==> config.mk <==
export PLATFORM = sky130hd
export DESIGN_NAME = pwm_capture
export DESIGN_NICKNAME = d
export VERILOG_FILES = /design/src/rtl/pwm_capture_pkg.sv /design/src/rtl/pwm_in_sync.sv /design/src/rtl/pwm_capture.sv
export SDC_FILE = /design/constraint.sdc
export NUM_CORES = 1
export LEC_CHECK = 0
export ABC_AREA = 1
export BUFFER_PORTS_ARGS = -buffer_cell sky130_fd_sc_hd__buf_2
export CAP_MARGIN = 20
export CORE_UTILIZATION = 65
export CTS_CLUSTER_DIAMETER = 80
export DETAILED_ROUTE_END_ITERATION = 10
export GPL_ROUTABILITY_DRIVEN = 0
export GPL_TIMING_DRIVEN = 1
export PLACE_DENSITY = 0.84
export SYNTH_ARGS = -nofsm -noshare
export SYNTH_HDL_FRONTEND = slang
export SYNTH_SLANG_ARGS = --single-unit
==> constraint.sdc <==
create_clock -name clk -period 4.4 [get_ports clk]
set_clock_uncertainty 0.2 [all_clocks]
set_input_delay 0.88 -clock clk [delete_from_list [all_inputs] [get_ports clk]]
set_output_delay 0.88 -clock clk [all_outputs]
set_load 0.005 [all_outputs]
==> src/rtl/pwm_capture_pkg.sv <==
// Shared constants and types for the PWM input-capture peripheral:
// register addresses, CTRL/STATUS bit positions, FSM states and the
// TIMEOUT reset value.
package pwm_capture_pkg;

    // Register addresses
    localparam logic [3:0] ADDR_CTRL    = 4'h0;
    localparam logic [3:0] ADDR_STATUS  = 4'h1;
    localparam logic [3:0] ADDR_PERIOD  = 4'h2;
    localparam logic [3:0] ADDR_HIGH    = 4'h3;
    localparam logic [3:0] ADDR_TIMEOUT = 4'h4;

    // CTRL bit positions
    localparam int CTRL_EN     = 0;
    localparam int CTRL_INVERT = 1;
    localparam int CTRL_IRQ_EN = 2;

    // STATUS bit positions
    localparam int ST_VALID = 0;
    localparam int ST_OVF   = 1;
    localparam int ST_TOUT  = 2;
    localparam int ST_LEVEL = 3;

    // Measurement FSM states
    typedef enum logic [1:0] {
        IDLE    = 2'd0,
        ARM     = 2'd1,
        HIGH_PH = 2'd2,
        LOW_PH  = 2'd3
    } state_t;

    // TIMEOUT resets to all-ones; the top slices this to its own width.
    localparam logic [63:0] TIMEOUT_RST = '1;

endpackage

==> src/rtl/pwm_in_sync.sv <==
// Synchronizes the asynchronous PWM input through a flop chain, applies the
// optional inversion and produces single-cycle rise/fall pulses.
module pwm_in_sync #(
    parameter int SYNC_STAGES = 2
) (
    input  logic clk,
    input  logic rst_n,
    input  logic pwm_in,
    input  logic invert,
    output logic level,
    output logic rise,
    output logic fall
);

    logic [SYNC_STAGES-1:0] sync_q;
    logic                   level_q;

    // Shift the raw input through the synchronizer and remember the last level.
    // NOTE: sequential state uses non-blocking assignments so every flop
    // samples the pre-edge value of its neighbour.
    always_ff @(posedge clk or negedge rst_n) begin
        if (!rst_n) begin
            sync_q  <= '0;
            level_q <= 1'b0;
        end else begin
            sync_q  <= {sync_q[SYNC_STAGES-2:0], pwm_in};
            level_q <= level;
        end
    end

    assign level = sync_q[SYNC_STAGES-1] ^ invert;
    assign rise  = level & ~level_q;
    assign fall  = ~level & level_q;

endmodule

==> src/rtl/pwm_capture.sv <==
// PWM input-capture peripheral. Measures period and high time of an external
// PWM signal in clk cycles, with overflow and loss-of-signal detection, a
// coherent PERIOD/HIGH read pair and a level interrupt.
module pwm_capture
    import pwm_capture_pkg::*;
#(
    parameter int WIDTH       = 16,
    parameter int SYNC_STAGES = 2
) (
    input  logic             clk,
    input  logic             rst_n,
    input  logic             wr_en,
    input  logic             rd_en,
    input  logic [3:0]       addr,
    input  logic [WIDTH-1:0] wr_data,
    output logic [WIDTH-1:0] rd_data,
    input  logic             pwm_in,
    output logic             irq
);

    localparam logic [WIDTH-1:0] CNT_MAX = '1;
    localparam logic [WIDTH-1:0] ONE     = WIDTH'(1);

    // Control / status registers
    logic             en, invert, irq_en;
    logic             valid, ovf, tout;
    logic [WIDTH-1:0] timeout_reg;

    // Measurement state
    state_t           state;
    logic [WIDTH-1:0] cnt;          // cycles since the last rising edge
    logic [WIDTH-1:0] idle_cnt;     // cycles since the last edge of either kind
    logic [WIDTH-1:0] high_lat;     // high time of the period in progress
    logic [WIDTH-1:0] period;
    logic [WIDTH-1:0] high_live;
    logic [WIDTH-1:0] high_shadow;

    // Synchronized input
    logic level, rise, fall;

    // Decoded events
    logic             measuring, edge_any;
    logic             period_done, ovf_hit, tout_hit;
    logic             wr_ctrl, wr_status, wr_timeout, rd_period;
    logic [WIDTH-1:0] rd_mux;

    pwm_in_sync #(
        .SYNC_STAGES(SYNC_STAGES)
    ) u_sync (
        .clk   (clk),
        .rst_n (rst_n),
        .pwm_in(pwm_in),
        .invert(invert),
        .level (level),
        .rise  (rise),
        .fall  (fall)
    );

    // Decode register strobes and the measurement events of this cycle.
    // NOTE: every signal gets a default at the top of the block so no path
    // leaves it unassigned and no latch is inferred.
    always_comb begin
        wr_ctrl     = wr_en && (addr == ADDR_CTRL);
        wr_status   = wr_en && (addr == ADDR_STATUS);
        wr_timeout  = wr_en && (addr == ADDR_TIMEOUT);
        rd_period   = rd_en && (addr == ADDR_PERIOD);
        measuring   = en && ((state == HIGH_PH) || (state == LOW_PH));
        edge_any    = rise || fall;
        period_done = en && (state == LOW_PH) && rise;
        ovf_hit     = measuring && (cnt == CNT_MAX) && !period_done;
        tout_hit    = en && (state != IDLE) && (timeout_reg != '0) &&
                      (idle_cnt >= timeout_reg) && !edge_any;
    end

    // Measurement FSM with the period/high counters and result registers.
    always_ff @(posedge clk or negedge rst_n) begin
        if (!rst_n) begin
            state     <= IDLE;
            cnt       <= '0;
            idle_cnt  <= '0;
            high_lat  <= '0;
            period    <= '0;
            high_live <= '0;
        end else if (!en) begin
            state    <= IDLE;
            cnt      <= '0;
            idle_cnt <= '0;
        end else if (state == IDLE) begin
            state    <= ARM;
            cnt      <= '0;
            idle_cnt <= '0;
        end else begin
            if (edge_any)
                idle_cnt <= ONE;
            else if (idle_cnt != CNT_MAX)
                idle_cnt <= idle_cnt + ONE;

            if (tout_hit || ovf_hit) begin
                // Abandon the measurement; only a timeout clears the results.
                state <= ARM;
                cnt   <= '0;
                if (tout_hit) begin
                    idle_cnt  <= '0;
                    period    <= '0;
                    high_live <= '0;
                end
            end else begin
                unique case (state)
                    ARM: begin
                        if (rise) begin
                            state <= HIGH_PH;
                            cnt   <= ONE;
                        end
                    end
                    HIGH_PH: begin
                        cnt <= cnt + ONE;
                        if (fall) begin
                            high_lat <= cnt;
                            state    <= LOW_PH;
                        end
                    end
                    LOW_PH: begin
                        if (rise) begin
                            period    <= cnt;
                            high_live <= high_lat;
                            cnt       <= ONE;
                            state     <= HIGH_PH;
                        end else begin
                            cnt <= cnt + ONE;
                        end
                    end
                    default: state <= IDLE;
                endcase
            end
        end
    end

    // CTRL and TIMEOUT register writes.
    always_ff @(posedge clk or negedge rst_n) begin
        if (!rst_n) begin
            en          <= 1'b0;
            invert      <= 1'b0;
            irq_en      <= 1'b0;
            timeout_reg <= TIMEOUT_RST[WIDTH-1:0];
        end else begin
            if (wr_ctrl) begin
                en     <= wr_data[CTRL_EN];
                invert <= wr_data[CTRL_INVERT];
                irq_en <= wr_data[CTRL_IRQ_EN];
            end
            if (wr_timeout)
                timeout_reg <= wr_data;
        end
    end

    // Sticky STATUS flags: hardware set wins over a write-1-to-clear.
    always_ff @(posedge clk or negedge rst_n) begin
        if (!rst_n) begin
            valid <= 1'b0;
            ovf   <= 1'b0;
            tout  <= 1'b0;
        end else begin
            valid <= period_done | (valid & ~(wr_status & wr_data[ST_VALID]));
            ovf   <= ovf_hit     | (ovf   & ~(wr_status & wr_data[ST_OVF]));
            tout  <= tout_hit    | (tout  & ~(wr_status & wr_data[ST_TOUT]));
        end
    end

    // Snapshot the live HIGH value whenever PERIOD is read.
    always_ff @(posedge clk or negedge rst_n) begin
        if (!rst_n)
            high_shadow <= '0;
        else if (rd_period)
            high_shadow <= high_live;
    end

    // Read multiplexer; unmapped addresses return zero.
    always_comb begin
        rd_mux = '0;
        unique case (addr)
            ADDR_CTRL: begin
                rd_mux[CTRL_EN]     = en;
                rd_mux[CTRL_INVERT] = invert;
                rd_mux[CTRL_IRQ_EN] = irq_en;
            end
            ADDR_STATUS: begin
                rd_mux[ST_VALID] = valid;
                rd_mux[ST_OVF]   = ovf;
                rd_mux[ST_TOUT]  = tout;
                rd_mux[ST_LEVEL] = level;
            end
            ADDR_PERIOD:  rd_mux = period;
            ADDR_HIGH:    rd_mux = high_shadow;
            ADDR_TIMEOUT: rd_mux = timeout_reg;
            default:      rd_mux = '0;
        endcase
    end

    // Registered read data and interrupt.
    always_ff @(posedge clk or negedge rst_n) begin
        if (!rst_n) begin
            rd_data <= '0;
            irq     <= 1'b0;
        end else begin
            if (rd_en)
                rd_data <= rd_mux;
            irq <= irq_en & (valid | ovf | tout);
        end
    end

endmodule

==> key figures <==
Run status
  – Outcome: complete, no violations

Global route
  – Largest net degree at the start of global routing: 100
  – Total GRT Usage: 32.5%
  – First-pass GRT wire length: 28.2 mm
  – Initial antenna violation count: 0
  – Grt ovf: 0
  – Vias in the first global route: 5867

Layout
  – Area of the multi-input gates: 3110 µm²
  – FF/Latch Area: 3520 µm²
  – Area grow syn2layout: 10.6%
  – Layout Cells excl Fill: 964
  – Number of nets in the layout: 865
  – # diodes: 0
  – Util after Layout: 75.1%
  – Share of post-route cells with drive strength above 1: 18.1%
  – Fillers: 733

Synth
  – Asr flop ratio synth: 100%
  – Syn nets: 831
  – Ys Warns: 0
  – Synth area leader: dfrtp_1
  – Post-synth EDFFs: 0
  – Post-synth top area share: 43.7%
  – Synth cell count leaders: 160 x nand2_1, 124 x dfrtp_1, 76 x nor2_1
  – Synth Area in Compound Gates: 11.5%
  – Prevailing post-synth register cell: dfrtp_1
  – Unique masters post-synth: 47
  – FF+latch count, synth: 140
  – Largest family of logic cells by synthesized area: simple AND/OR/NAND/NOR gates
  – Mux share of post-synthesis cell area: 2.20%
  – Area share of fa/ha/maj cells after synthesis: 4.41%
  – Post-Synth XOR/XNOR Area: 2.84%
  – Syn_area_per_cell: 9.09 µm²
  – Simple logic cell fraction of the synthesized area: 22.8%
  – Seq/Total Area, Yosys: 49.6%
  – Cell area after synthesis: 7100 µm²
  – Most numerous cell in the Yosys netlist: nand2_1
  – Post-Syn Instances: 781
  – Area contributors post-synth: dfrtp_1 44%, nand2_1 8.5%, dfstp_2 5.9%, ha_1 4.4%, nor2_1 4.0%

CTS
  – Clock sinks: 140
  – Max clock buf depth: 2
  – PostCTS Resize Cnt: 0
  – CTS tree: done
  – H-tree Lvls: 4
  – CTS buffer count: 17
  – Hold_buf cts: 0
  – Setup bufs post-CTS: 0
  – CTS Root Cell: clkbuf_8
  – Reg clk slew, reported paths: 0.06 ns
  – Worst-Skew Late Latency: 0.53 ns

Flow run
  – Max-cap violations: 0

Routing
  – Vias: 5793
  – Initial drt markers: 582
  – Routed WL: 17.0 mm
  – Vias per inst: 6.01
  – Remaining DRCs: 0
  – Initial DRT Pass Iterations: 6
  – DRT antenna net count: 0
  – DR WL/cell: 17.6 µm

Timing
  – Slew HR: 35.7%
  – Fmax: 0.279 GHz
  – Final hold vios: 0
  – Actual slew at the worst max-slew pin: 0.962 ns
  – Final cycle utilization of the critical path: 81.4%
  – Final Max Slew Viols: 0
  – Worst setup margin: 0.819 ns
  – RSZ-0062 raised after global routing: false
  – Post-layout minimum cycle time: 3.58 ns
  – Fin Setup TNS: 0 ns
  – # setup viols final: 0

Power and ir drop
  – Pwr dens: 390 nW/µm²
  – LEAKAGE: 3.68 nW
  – VDD IR max: 0.273 mV

Worst setup path
  – R2r worst-path depth: 16
  – Worst setup SP type: flip-flop
  – Critical Path AT: 3.77 ns
  – Type of the worst setup path: flip-flop to flip-flop
  – Setup crit end kind: flip-flop
  – CP max FO: 32
  – Worst EP required: 4.59 ns

Die
  – CORE AREA: 10500 µm²
  – Die W: 107 µm
  – Die height: 107 µm
  – Number of cell rows: 37
  – Die Area: 11300 µm²
  – Initial Utilization: 67.9%
  – Top-Level Pins: 42

Place
  – Port bufs: 41
  – HPWL Detailed: 11.1 mm
  – Dpl ws: 1.03 ns
  – Cell count after placement: 931

Hold path
  – Hold Path Depth: 0
  – Worst hold path class: flip-flop to flip-flop
-- through the flow --
step                power (mW)  hold WS [ns]  area [µm²]
global route              3.19         0.161        7850
detailed placement        1.81         0.145        7320
finish                    3.06         0.150        7850
global placement          1.79         0.135        7320
CTS                       3.07         0.156        7830
floorplan                 1.69         0.131        7100
-- area by class of cell --
class                   count  area share (%)
flip-flops and latches    140            44.9
multi-input cells         535            39.6
clock buffers              25            6.04
inverters                  77            3.68
repair buffers             44            3.14
well taps                 136            2.17
clock inverters             7           0.510
-- critical path: stages (launching register included) --
cell and delay, ns:
dfstp_2 0.51, inv_1 0.10, ha_1 0.34, nand2_1 0.08, inv_1 0.06, nand2_1 0.09
nand2_1 0.06, nor2_1 0.12, nand2_1 0.11, nand2_1 0.07, nand2_1 0.09, nand2_4 0.29
nand2_4 0.25, nor2_4 0.22, nand3_2 0.50, nand2_1 0.22, o21ai_1 0.10
-- report_power, final --
part           switching, mW  internal, mW
combinational          0.267         0.114
sequential            0.0437          1.38
clock                  0.527         0.732
-- kinds of logic (layout without fill, tap and decap cells) --
group | count (synthesis) | count (layout)
buf+inv | 106 | 153
flops | 140 | 140
xor+xnor | 23 | 23
simple gates | 335 | 335
fa+ha+maj | 25 | 25
mux | 14 | 14
compound gates | 138 | 138
-- metal layers --
layer	GRT usage, %	up-vias	routed length [µm]
met5	0	-	0
met4	12.6	0	472
met3	8.15	63	1200
met2	54.0	271	8480
met1	40.8	2787	6820
li1	-	2672	-
-- worst paths after layout --
check / start / endpoint / slack (ns)
max: timeout_reg[7] / high_lat[10] / 0.82
min: u_sync.sync_q[0] / u_sync.sync_q[1] / 0.15
max reg2reg: timeout_reg[7] / high_lat[10] / 0.82
min reg2reg: u_sync.sync_q[0] / u_sync.sync_q[1] / 0.15
max in group asynchronous: rst_n / cnt[9] / 2.92
min in group asynchronous: rst_n / idle_cnt[6] / 0.20
-- cells in the final DEF, fill, tap and decap left out, drive strengths merged --
cell      count
clkinvlp      2
mux2i         1
dfrtp       124
nand4        13
o22ai         3
a21oi        34
nor3b         1
mux2         13
o211ai        1
a32o          1
buf          44
nor4          1
a41oi         1
nor3         13
nor2         91
or2           1
nand2       164
ha           25
dfstp        16
o21ai        66
clkinv        6
inv          76
a31oi         2
xnor2         4
nand3        51
clkbuf       25
o31ai        16
xor2         19
a221oi       14
(Power assumes the default switching activity.)
